==> src/rtl/key_access_ctrl_if.sv <==
// Password submission and access-status bundle between a submitter and key_access_ctrl.
interface key_access_ctrl_if;
   logic        pw_valid;
   logic [31:0] pw_data;
   logic        pw_ready;
   logic        access_granted;
   logic        access_denied;
   logic        locked;
   logic [3:0]  fail_count;

   modport master (
      output pw_valid, pw_data,
      input  pw_ready, access_granted, access_denied, locked, fail_count
   );

   modport slave (
      input  pw_valid, pw_data,
      output pw_ready, access_granted, access_denied, locked, fail_count
   );
endinterface

==> src/rtl/key_access_ctrl.sv <==
// Password gatekeeper for the secret-key stage: compares submissions, pulses grant/deny,
// and enforces a timed lockout after MAX_FAILS consecutive failures.
module key_access_ctrl #(
   parameter logic [31:0] PASSWORD       = 32'hCAFEF00D,
   parameter int unsigned MAX_FAILS      = 3,
   parameter int unsigned LOCKOUT_CYCLES = 16,
   parameter int unsigned CNT_W          = 8
) (
   input logic               clk,
   input logic               rst_n,
   key_access_ctrl_if.slave  bus
);

   localparam logic [3:0]       MAX_F    = 4'(MAX_FAILS);
   localparam logic [CNT_W-1:0] CNT_LOAD = CNT_W'(LOCKOUT_CYCLES - 1);

   typedef enum logic [2:0] {
      IDLE    = 3'd0,
      CHECK   = 3'd1,
      GRANT   = 3'd2,
      DENY    = 3'd3,
      LOCKOUT = 3'd4
   } state_t;

   state_t           state_q, state_d;
   logic [31:0]      pw_q, pw_d;
   logic [CNT_W-1:0] cnt_q, cnt_d;
   logic [3:0]       fail_q, fail_d;
   logic             ready_q, ready_d;
   logic             granted_q, granted_d;
   logic             denied_q, denied_d;
   logic             locked_q, locked_d;

   // State, datapath and registered outputs
   always_ff @(posedge clk or negedge rst_n) begin
      if (!rst_n) begin
         state_q   <= IDLE;
         pw_q      <= '0;
         cnt_q     <= '0;
         fail_q    <= '0;
         ready_q   <= 1'b1;
         granted_q <= 1'b0;
         denied_q  <= 1'b0;
         locked_q  <= 1'b0;
      end else begin
         state_q   <= state_d;
         pw_q      <= pw_d;
         cnt_q     <= cnt_d;
         fail_q    <= fail_d;
         ready_q   <= ready_d;
         granted_q <= granted_d;
         denied_q  <= denied_d;
         locked_q  <= locked_d;
      end
   end

   // Next-state, capture, failure count and lockout timer
   always_comb begin
      state_d = state_q;
      pw_d    = pw_q;
      cnt_d   = cnt_q;
      fail_d  = fail_q;
      unique case (state_q)
         IDLE: begin
            if (bus.pw_valid && ready_q) begin
               pw_d    = bus.pw_data;
               state_d = CHECK;
            end
         end
         CHECK: begin
            if (pw_q == PASSWORD) begin
               state_d = GRANT;
               fail_d  = '0;
            end else begin
               state_d = DENY;
               fail_d  = (fail_q >= MAX_F) ? MAX_F : 4'(fail_q + 4'd1);
            end
         end
         GRANT: state_d = IDLE;
         DENY: begin
            if (fail_q == MAX_F) begin
               state_d = LOCKOUT;
               cnt_d   = CNT_LOAD;
            end else begin
               state_d = IDLE;
            end
         end
         LOCKOUT: begin
            if (cnt_q == '0) begin
               state_d = IDLE;
               fail_d  = '0;
            end else begin
               cnt_d = CNT_W'(cnt_q - CNT_W'(1));
            end
         end
         default: state_d = IDLE;
      endcase
   end

   // Outputs decoded from the upcoming state so they register in step with it
   always_comb begin
      ready_d   = 1'b0;
      granted_d = 1'b0;
      denied_d  = 1'b0;
      locked_d  = 1'b0;
      unique case (state_d)
         IDLE:    ready_d   = 1'b1;
         GRANT:   granted_d = 1'b1;
         DENY:    denied_d  = 1'b1;
         LOCKOUT: locked_d  = 1'b1;
         default: ;
      endcase
   end

   assign bus.pw_ready       = ready_q;
   assign bus.access_granted = granted_q;
   assign bus.access_denied  = denied_q;
   assign bus.locked         = locked_q;
   assign bus.fail_count     = fail_q;

endmodule

==> src/flat_wrapper.sv <==
// flat-port wrapper written by rule: the top's interface ports become plain ports
module key_access_ctrl_flat 
#(
   parameter logic [31:0] PASSWORD       = 32'hCAFEF00D,
   parameter int unsigned MAX_FAILS      = 3,
   parameter int unsigned LOCKOUT_CYCLES = 16,
   parameter int unsigned CNT_W          = 8
)
  (clk, rst_n, bus_pw_valid, bus_pw_data, bus_pw_ready, bus_access_granted, bus_access_denied, bus_locked, bus_fail_count);
  key_access_ctrl_if bus_i ();
  input logic clk;
  input logic rst_n;
  input wire logic [$bits(bus_i.pw_valid)-1:0] bus_pw_valid;
  input wire logic [$bits(bus_i.pw_data)-1:0] bus_pw_data;
  output wire logic [$bits(bus_i.pw_ready)-1:0] bus_pw_ready;
  output wire logic [$bits(bus_i.access_granted)-1:0] bus_access_granted;
  output wire logic [$bits(bus_i.access_denied)-1:0] bus_access_denied;
  output wire logic [$bits(bus_i.locked)-1:0] bus_locked;
  output wire logic [$bits(bus_i.fail_count)-1:0] bus_fail_count;
  assign bus_i.pw_valid = bus_pw_valid;
  assign bus_i.pw_data = bus_pw_data;
  assign bus_pw_ready = bus_i.pw_ready;
  assign bus_access_granted = bus_i.access_granted;
  assign bus_access_denied = bus_i.access_denied;
  assign bus_locked = bus_i.locked;
  assign bus_fail_count = bus_i.fail_count;
  key_access_ctrl #(.PASSWORD(PASSWORD), .MAX_FAILS(MAX_FAILS), .LOCKOUT_CYCLES(LOCKOUT_CYCLES), .CNT_W(CNT_W)) u_core (.clk(clk), .rst_n(rst_n), .bus(bus_i));
endmodule
==> config.mk <==
export PLATFORM = sky130hd
export DESIGN_NAME = key_access_ctrl_flat
export DESIGN_NICKNAME = d
export VERILOG_FILES = /design/src/rtl/key_access_ctrl_if.sv /design/src/rtl/key_access_ctrl.sv /design/src/flat_wrapper.sv
export SDC_FILE = /design/constraint.sdc
export NUM_CORES = 1
export LEC_CHECK = 0
export CORE_MARGIN = 3
export CORE_UTILIZATION = 33
export DETAILED_ROUTE_END_ITERATION = 7
export DONT_BUFFER_PORTS = 1
export HOLD_SLACK_MARGIN = 0.15
export PLACE_DENSITY = 0.57
export SYNTH_ARGS = -nofsm -noshare
export SYNTH_HDL_FRONTEND = slang
export SYNTH_SLANG_ARGS = --single-unit
==> constraint.sdc <==
create_clock -name clk -period 4.58 [get_ports clk]
set_input_delay 0.916 -clock clk [delete_from_list [all_inputs] [get_ports clk]]
set_output_delay 0.916 -clock clk [all_outputs]
set_load 0.02 [all_outputs]
## Yosys cells after proc, flatten, opt, wreduce, memory -nomap -nowiden

Index checks and enable logic that the tools add are counted.

| cells by class | value |
|---|---|
| add/sub/neg operators | 2 |
| $mul | 0 |
| div/mod/pow operators | 0 |
| $lt $le $gt $ge | 1 |
| equal/unequal tests | 11 |
| shift operators | 0 |
| multiplexer cells | 16 |
| bitwise gates (word level) | 0 |
| reductions and logical operators | 9 |

Operators with widths:

| operator | number |
|---|---|
| $eq 32x32->1 const B | 1 |
| $mux 8 | 2 |
| $pmux 8 s2 | 1 |
| $mux 4 | 3 |
| $pmux 3 s4 | 1 |
| $eq 3x2->1 const B | 3 |
| $mux 3 | 3 |
| $logic_not 8->1 | 1 |
| $pmux 4 s2 | 1 |
| $sub 8x1->8 const B | 1 |
| $eq 3x3->1 const B | 2 |
| $logic_not 3->1 | 2 |
| $mux 1 | 5 |
| $add 4x1->4 const B | 1 |
| $eq 4x2->1 const B | 1 |
| $ge 4x2->1 const B | 1 |
| $ne 2x1->1 const B | 2 |
| $reduce_and 2->1 | 2 |
| $reduce_bool 2->1 | 2 |
| $eq 3x1->1 const B | 1 |
| $reduce_and 3->1 | 1 |
| $ne 2x2->1 const B | 1 |
| $logic_and 1x1->1 | 1 |

| storage, ports and cells | value |
|---|---|
| register bits after elaboration | 51 |
| bits in latches | 0 |
| memory bits (writable) | 0 |
| ROM bits | 0 |
| input bits | 35 |
| output and inout bits | 8 |
| word-level logic and storage cells | 47 |
| memories kept | 0 |

## Longest topological paths before layout

| logic depth | value |
|---|---|
| word-level depth | 5 |
| depth in mapped cells | 6 |
| gate-level depth less buffers | 5 |

## Least setup slack after synthesis

No wires, ideal clock.

| timing | value |
|---|---|
| path type | input-to-reg |
| from | in bus_pw_valid |
| to | reg u_core.pw_q[10] |
| setup time | 125 ps |
| arrival | 1986 ps |
| required time | 4455 ps |
| setup slack | 2469 ps |
| cell stages on the path | 4 |
| path buffers | 1 |
| cell sequence | nand2_1 nor4_2 buf_2 mux2_2 |

| between the ends | value |
|---|---|
| longest elaborated chain between the ends | 2 |

Ends and longest elaborated chain:

| what | RTL line | source |
|---|---|---|
| start: declaration | flat_wrapper.sv:13 | `input wire logic [$bits(bus_i.pw_valid)-1:0] bus_pw_valid;` |
| $logic_and 1x1->1 | key_access_ctrl.sv:65 | `if (bus.pw_valid && ready_q) begin` |
| $reduce_and 2->1 (no source line) | - |  |
| end signal: assignment | key_access_ctrl.sv:47 | `pw_q <= pw_d;` |
| end: declaration | key_access_ctrl.sv:26 | `logic [31:0] pw_q, pw_d;` |

Every way passes these cells.
A chain may end at the register's enable or synchronous reset.

## Worst setup path in the final report

| timing | value |
|---|---|
| from | reg u_core.pw_q[9] |
| to | reg u_core.fail_q[0], in the netlist u_core.bus.fail_count[0] |

| between the ends | value |
|---|---|
| longest elaborated chain between the ends | 3 |

Ends and longest elaborated chain:

| what | RTL line | source |
|---|---|---|
| $eq 32x32->1 | key_access_ctrl.sv:71 | `if (pw_q == PASSWORD) begin` |
| $mux 4 | key_access_ctrl.sv:71 |  |
| $pmux 4 s2 | key_access_ctrl.sv:63 | `unique case (state_q)` |
| end signal: assignment | key_access_ctrl.sv:49 | `fail_q <= fail_d;` |
| end: declaration | key_access_ctrl.sv:28 | `logic [3:0] fail_q, fail_d;` |

Every way passes these cells.

==> impl_metrics.tcl <==
set metrics [dict create \
    outcome "complete, no violations" \
    first_pass_iters 4 \
    layout_common_cells "dfrtp_1 (50), mux2_2 (32), nand2_1 (7), clkbuf_8 (6)" \
    async_flop_share 1.00 \
    boundaryPins 43 \
    syn_area_per_cell_um2 13.9 \
    cp_num_buf_inv 0 \
    root_buffer "clkbuf_8" \
    syn_inst 158 \
    core_area_um2 6390 \
    gr-total-overflow 0 \
    globalplace.congestion 0.793 \
    finalCritPeriodShare 0.441 \
    chipHeight_um 87.4 \
    ant_nets 0 \
    final_common_cell "dfrtp_1" \
    ir_worst_vdd_mv 0.247 \
    required_ns 4.73 \
    finalSetupViolations 0 \
    clk_pin_slew_ns 0.09 \
    cts.sinks 51 \
    antenna_cells 0 \
    drive_gt1_frac 0.304 \
    first_global_vias 1464 \
    area_delta_synth_final_pct 7.89 \
    htreeDepth 2 \
    place_ws_ns 2.49 \
    grtUsageTotal 0.116 \
    design.die.area_um2 7640 \
    fin_ws_ns 2.56 \
    clockBufferDepth 2 \
    fmax_mhz 495 \
    post-route-util 0.370 \
    routed_wl_mm 4.10 \
    yosysUniqueCellTypes 40 \
    syn_area_um2 2190 \
    worst_pin_slew_ns 0.848 \
    yosysWarningCount 0 \
    ys_seq_elements 51 \
    final_max_slew_viol_count 0 \
    synth_top_area_frac 0.572 \
    power.leakage_nw 0.975 \
    critPathMaxFanout 4 \
    crit_chain "nor4b_1 > nand4_1 > o41ai_1 > o2bb2ai_1" \
    ff_latch_area_um2 1280 \
    syn_nets 195 \
    hold_path.class "in2async" \
    grt_max_degree 52 \
    drtIter0Drc 35 \
    slowest_stage "o41ai_1" \
    multi_input_area_um2 873 \
    ctsHoldBuffers 0 \
    p_per_area_nw_per_um2 648 \
    drc 0 \
    dp_cells 230 \
    cts_tree "yes" \
    instances_no_fill 238 \
    post-dp-hpwl_mm 3.11 \
    synth-main-ff-cell "dfrtp_1" \
    critPathMaxStageDelay_ns 0.73 \
    yosysTopAreaCell "dfrtp_1" \
    fill_cells 604 \
    port_buffers 0 \
    rows 29 \
    fin_tns_setup_ns 0 \
    critPathTopFamily "compound AO/OA/AOI/OAI gates" \
    final-hold-violation-count 0 \
    cts_setup_buffers 0 \
    drv_cap 0 \
    slew_headroom 0.427 \
    wl_per_cell_um 17.2 \
    fin_total_pwr_mw 1.53 \
    die_x_um 87.4 \
    rsz0062_at_grt "false" \
    grt_pass1_wl_mm 6.97 \
    worstSetupPathType "reg2reg" \
    clk_latency_ns 0.30 \
    viasPerCell 5.36 \
    cts_buffers 5 \
    final_nets 197 \
    start_kind "register" \
    setup.worst_path.end_class "register" \
    antenna_found_initial 0 \
    vias 1275 \
    post_cts_resized 0 \
    fin_skew_ns 0.00797 \
    fin_crit_ns 2.02 \
    initial_core_util 0.343 \
    synth_edf_count 0 \
    crit_arrival_ns 2.17 \
    synth.area.top_cells "dfrtp_1 (57%), mux2_2 (16%), a2111oi_4 (2.5%)" \
    synth_seq_area_share 0.584 \
]
final cells by class:
cell class,instances,area share
clock buffers,7,0.0366
clock inverters,1,0.00212
inverters,4,0.00636
multi-input cells,97,0.370
flip-flops and latches,51,0.541
well taps,77,0.0408
repair buffers,1,0.00318
flip-flops by register name, summed over array words and instances (netlist names):
signal and flops:
u_core.cnt_q 8, u_core.pw_q 32, u_core.bus.access_granted 1, u_core.bus.access_denied 1, u_core.bus.locked 1, u_core.bus.pw_ready 1
u_core.state_q 3, u_core.bus.fail_count 4
worst paths after layout:
kind,end,start,cells past startpoint,slack [ns]
setup / recovery,u_core.bus.fail_count[0]$_DFFE_PN0P_,u_core.pw_q[9]$_DFFE_PN0P_,4,2.56
hold / removal,u_core.cnt_q[6]$_DFFE_PN0P_,rst_n,0,0.30
setup reg to reg,u_core.bus.fail_count[0]$_DFFE_PN0P_,u_core.pw_q[9]$_DFFE_PN0P_,4,2.56
hold reg to reg,u_core.pw_q[25]$_DFFE_PN0P_,u_core.pw_q[25]$_DFFE_PN0P_,1,0.51
max in group asynchronous,u_core.bus.pw_ready$_DFF_PN1_,rst_n,0,4.10
min in group clk,u_core.pw_q[25]$_DFFE_PN0P_,u_core.pw_q[25]$_DFFE_PN0P_,1,0.51
per-layer routing:
metal	part of all wire	wire length, um	up-vias	global-route usage
met5	0	0	-	0
li1	-	-	590	-
met1	0.40	1630	648	0.134
met3	0.078	318	2	0.0482
met2	0.52	2120	35	0.201
met4	0.0056	23	0	0.0209
power by group:
group | total [mW] | internal, mW | switching (mW)
Sequential | 0.815 | 0.654 | 0.161
Clock | 0.261 | 0.122 | 0.139
Combinational | 0.453 | 0.255 | 0.198
Total | 1.53 | 1.03 | 0.498
cell families (layout without fill, tap and decap cells):
| logic type | after synthesis | after routing | synth area share |
|---|---|---|---|
| adder cells (fa/ha/maj) | 2 | 2 | 0.0114 |
| flip-flops | 51 | 51 | 0.584 |
| AND/OR/NAND/NOR | 44 | 44 | 0.136 |
| buffers and inverters | 10 | 13 | 0.0212 |
| AO/OA/AOI/OAI | 17 | 17 | 0.0749 |
| XOR/XNOR | 2 | 2 | 0.00801 |
| multiplexers | 32 | 32 | 0.165 |
through the flow:
step                hold slack [ns]  instance area (um^2)
floorplan                     0.471                  2190
global placement              0.482                  2270
detailed placement            0.492                  2270
CTS                           0.293                  2360
global route                  0.284                  2360
finish                        0.303                  2360
synthesized netlist by cell type (2+ instances only):
| library cell | instances |
|---|---|
| mux2_2 | 32 |
| nand3_1 | 4 |
| nor4bb_1 | 3 |
| nand2_1 | 7 |
| inv_1 | 4 |
| nor3_1 | 4 |
| o2bb2ai_1 | 2 |
| dfrtp_1 | 50 |
| a31oi_1 | 2 |
| or3_1 | 2 |
| nor4b_1 | 4 |
| buf_2 | 4 |
| xnor2_1 | 2 |
| nor2_1 | 4 |
| o41ai_1 | 2 |
| nand4_1 | 2 |
| ha_1 | 2 |
| and2_1 | 2 |
| a2111oi_4 | 2 |
| a21oi_1 | 4 |
No activity file was read; power rests on OpenSTA's default activity.
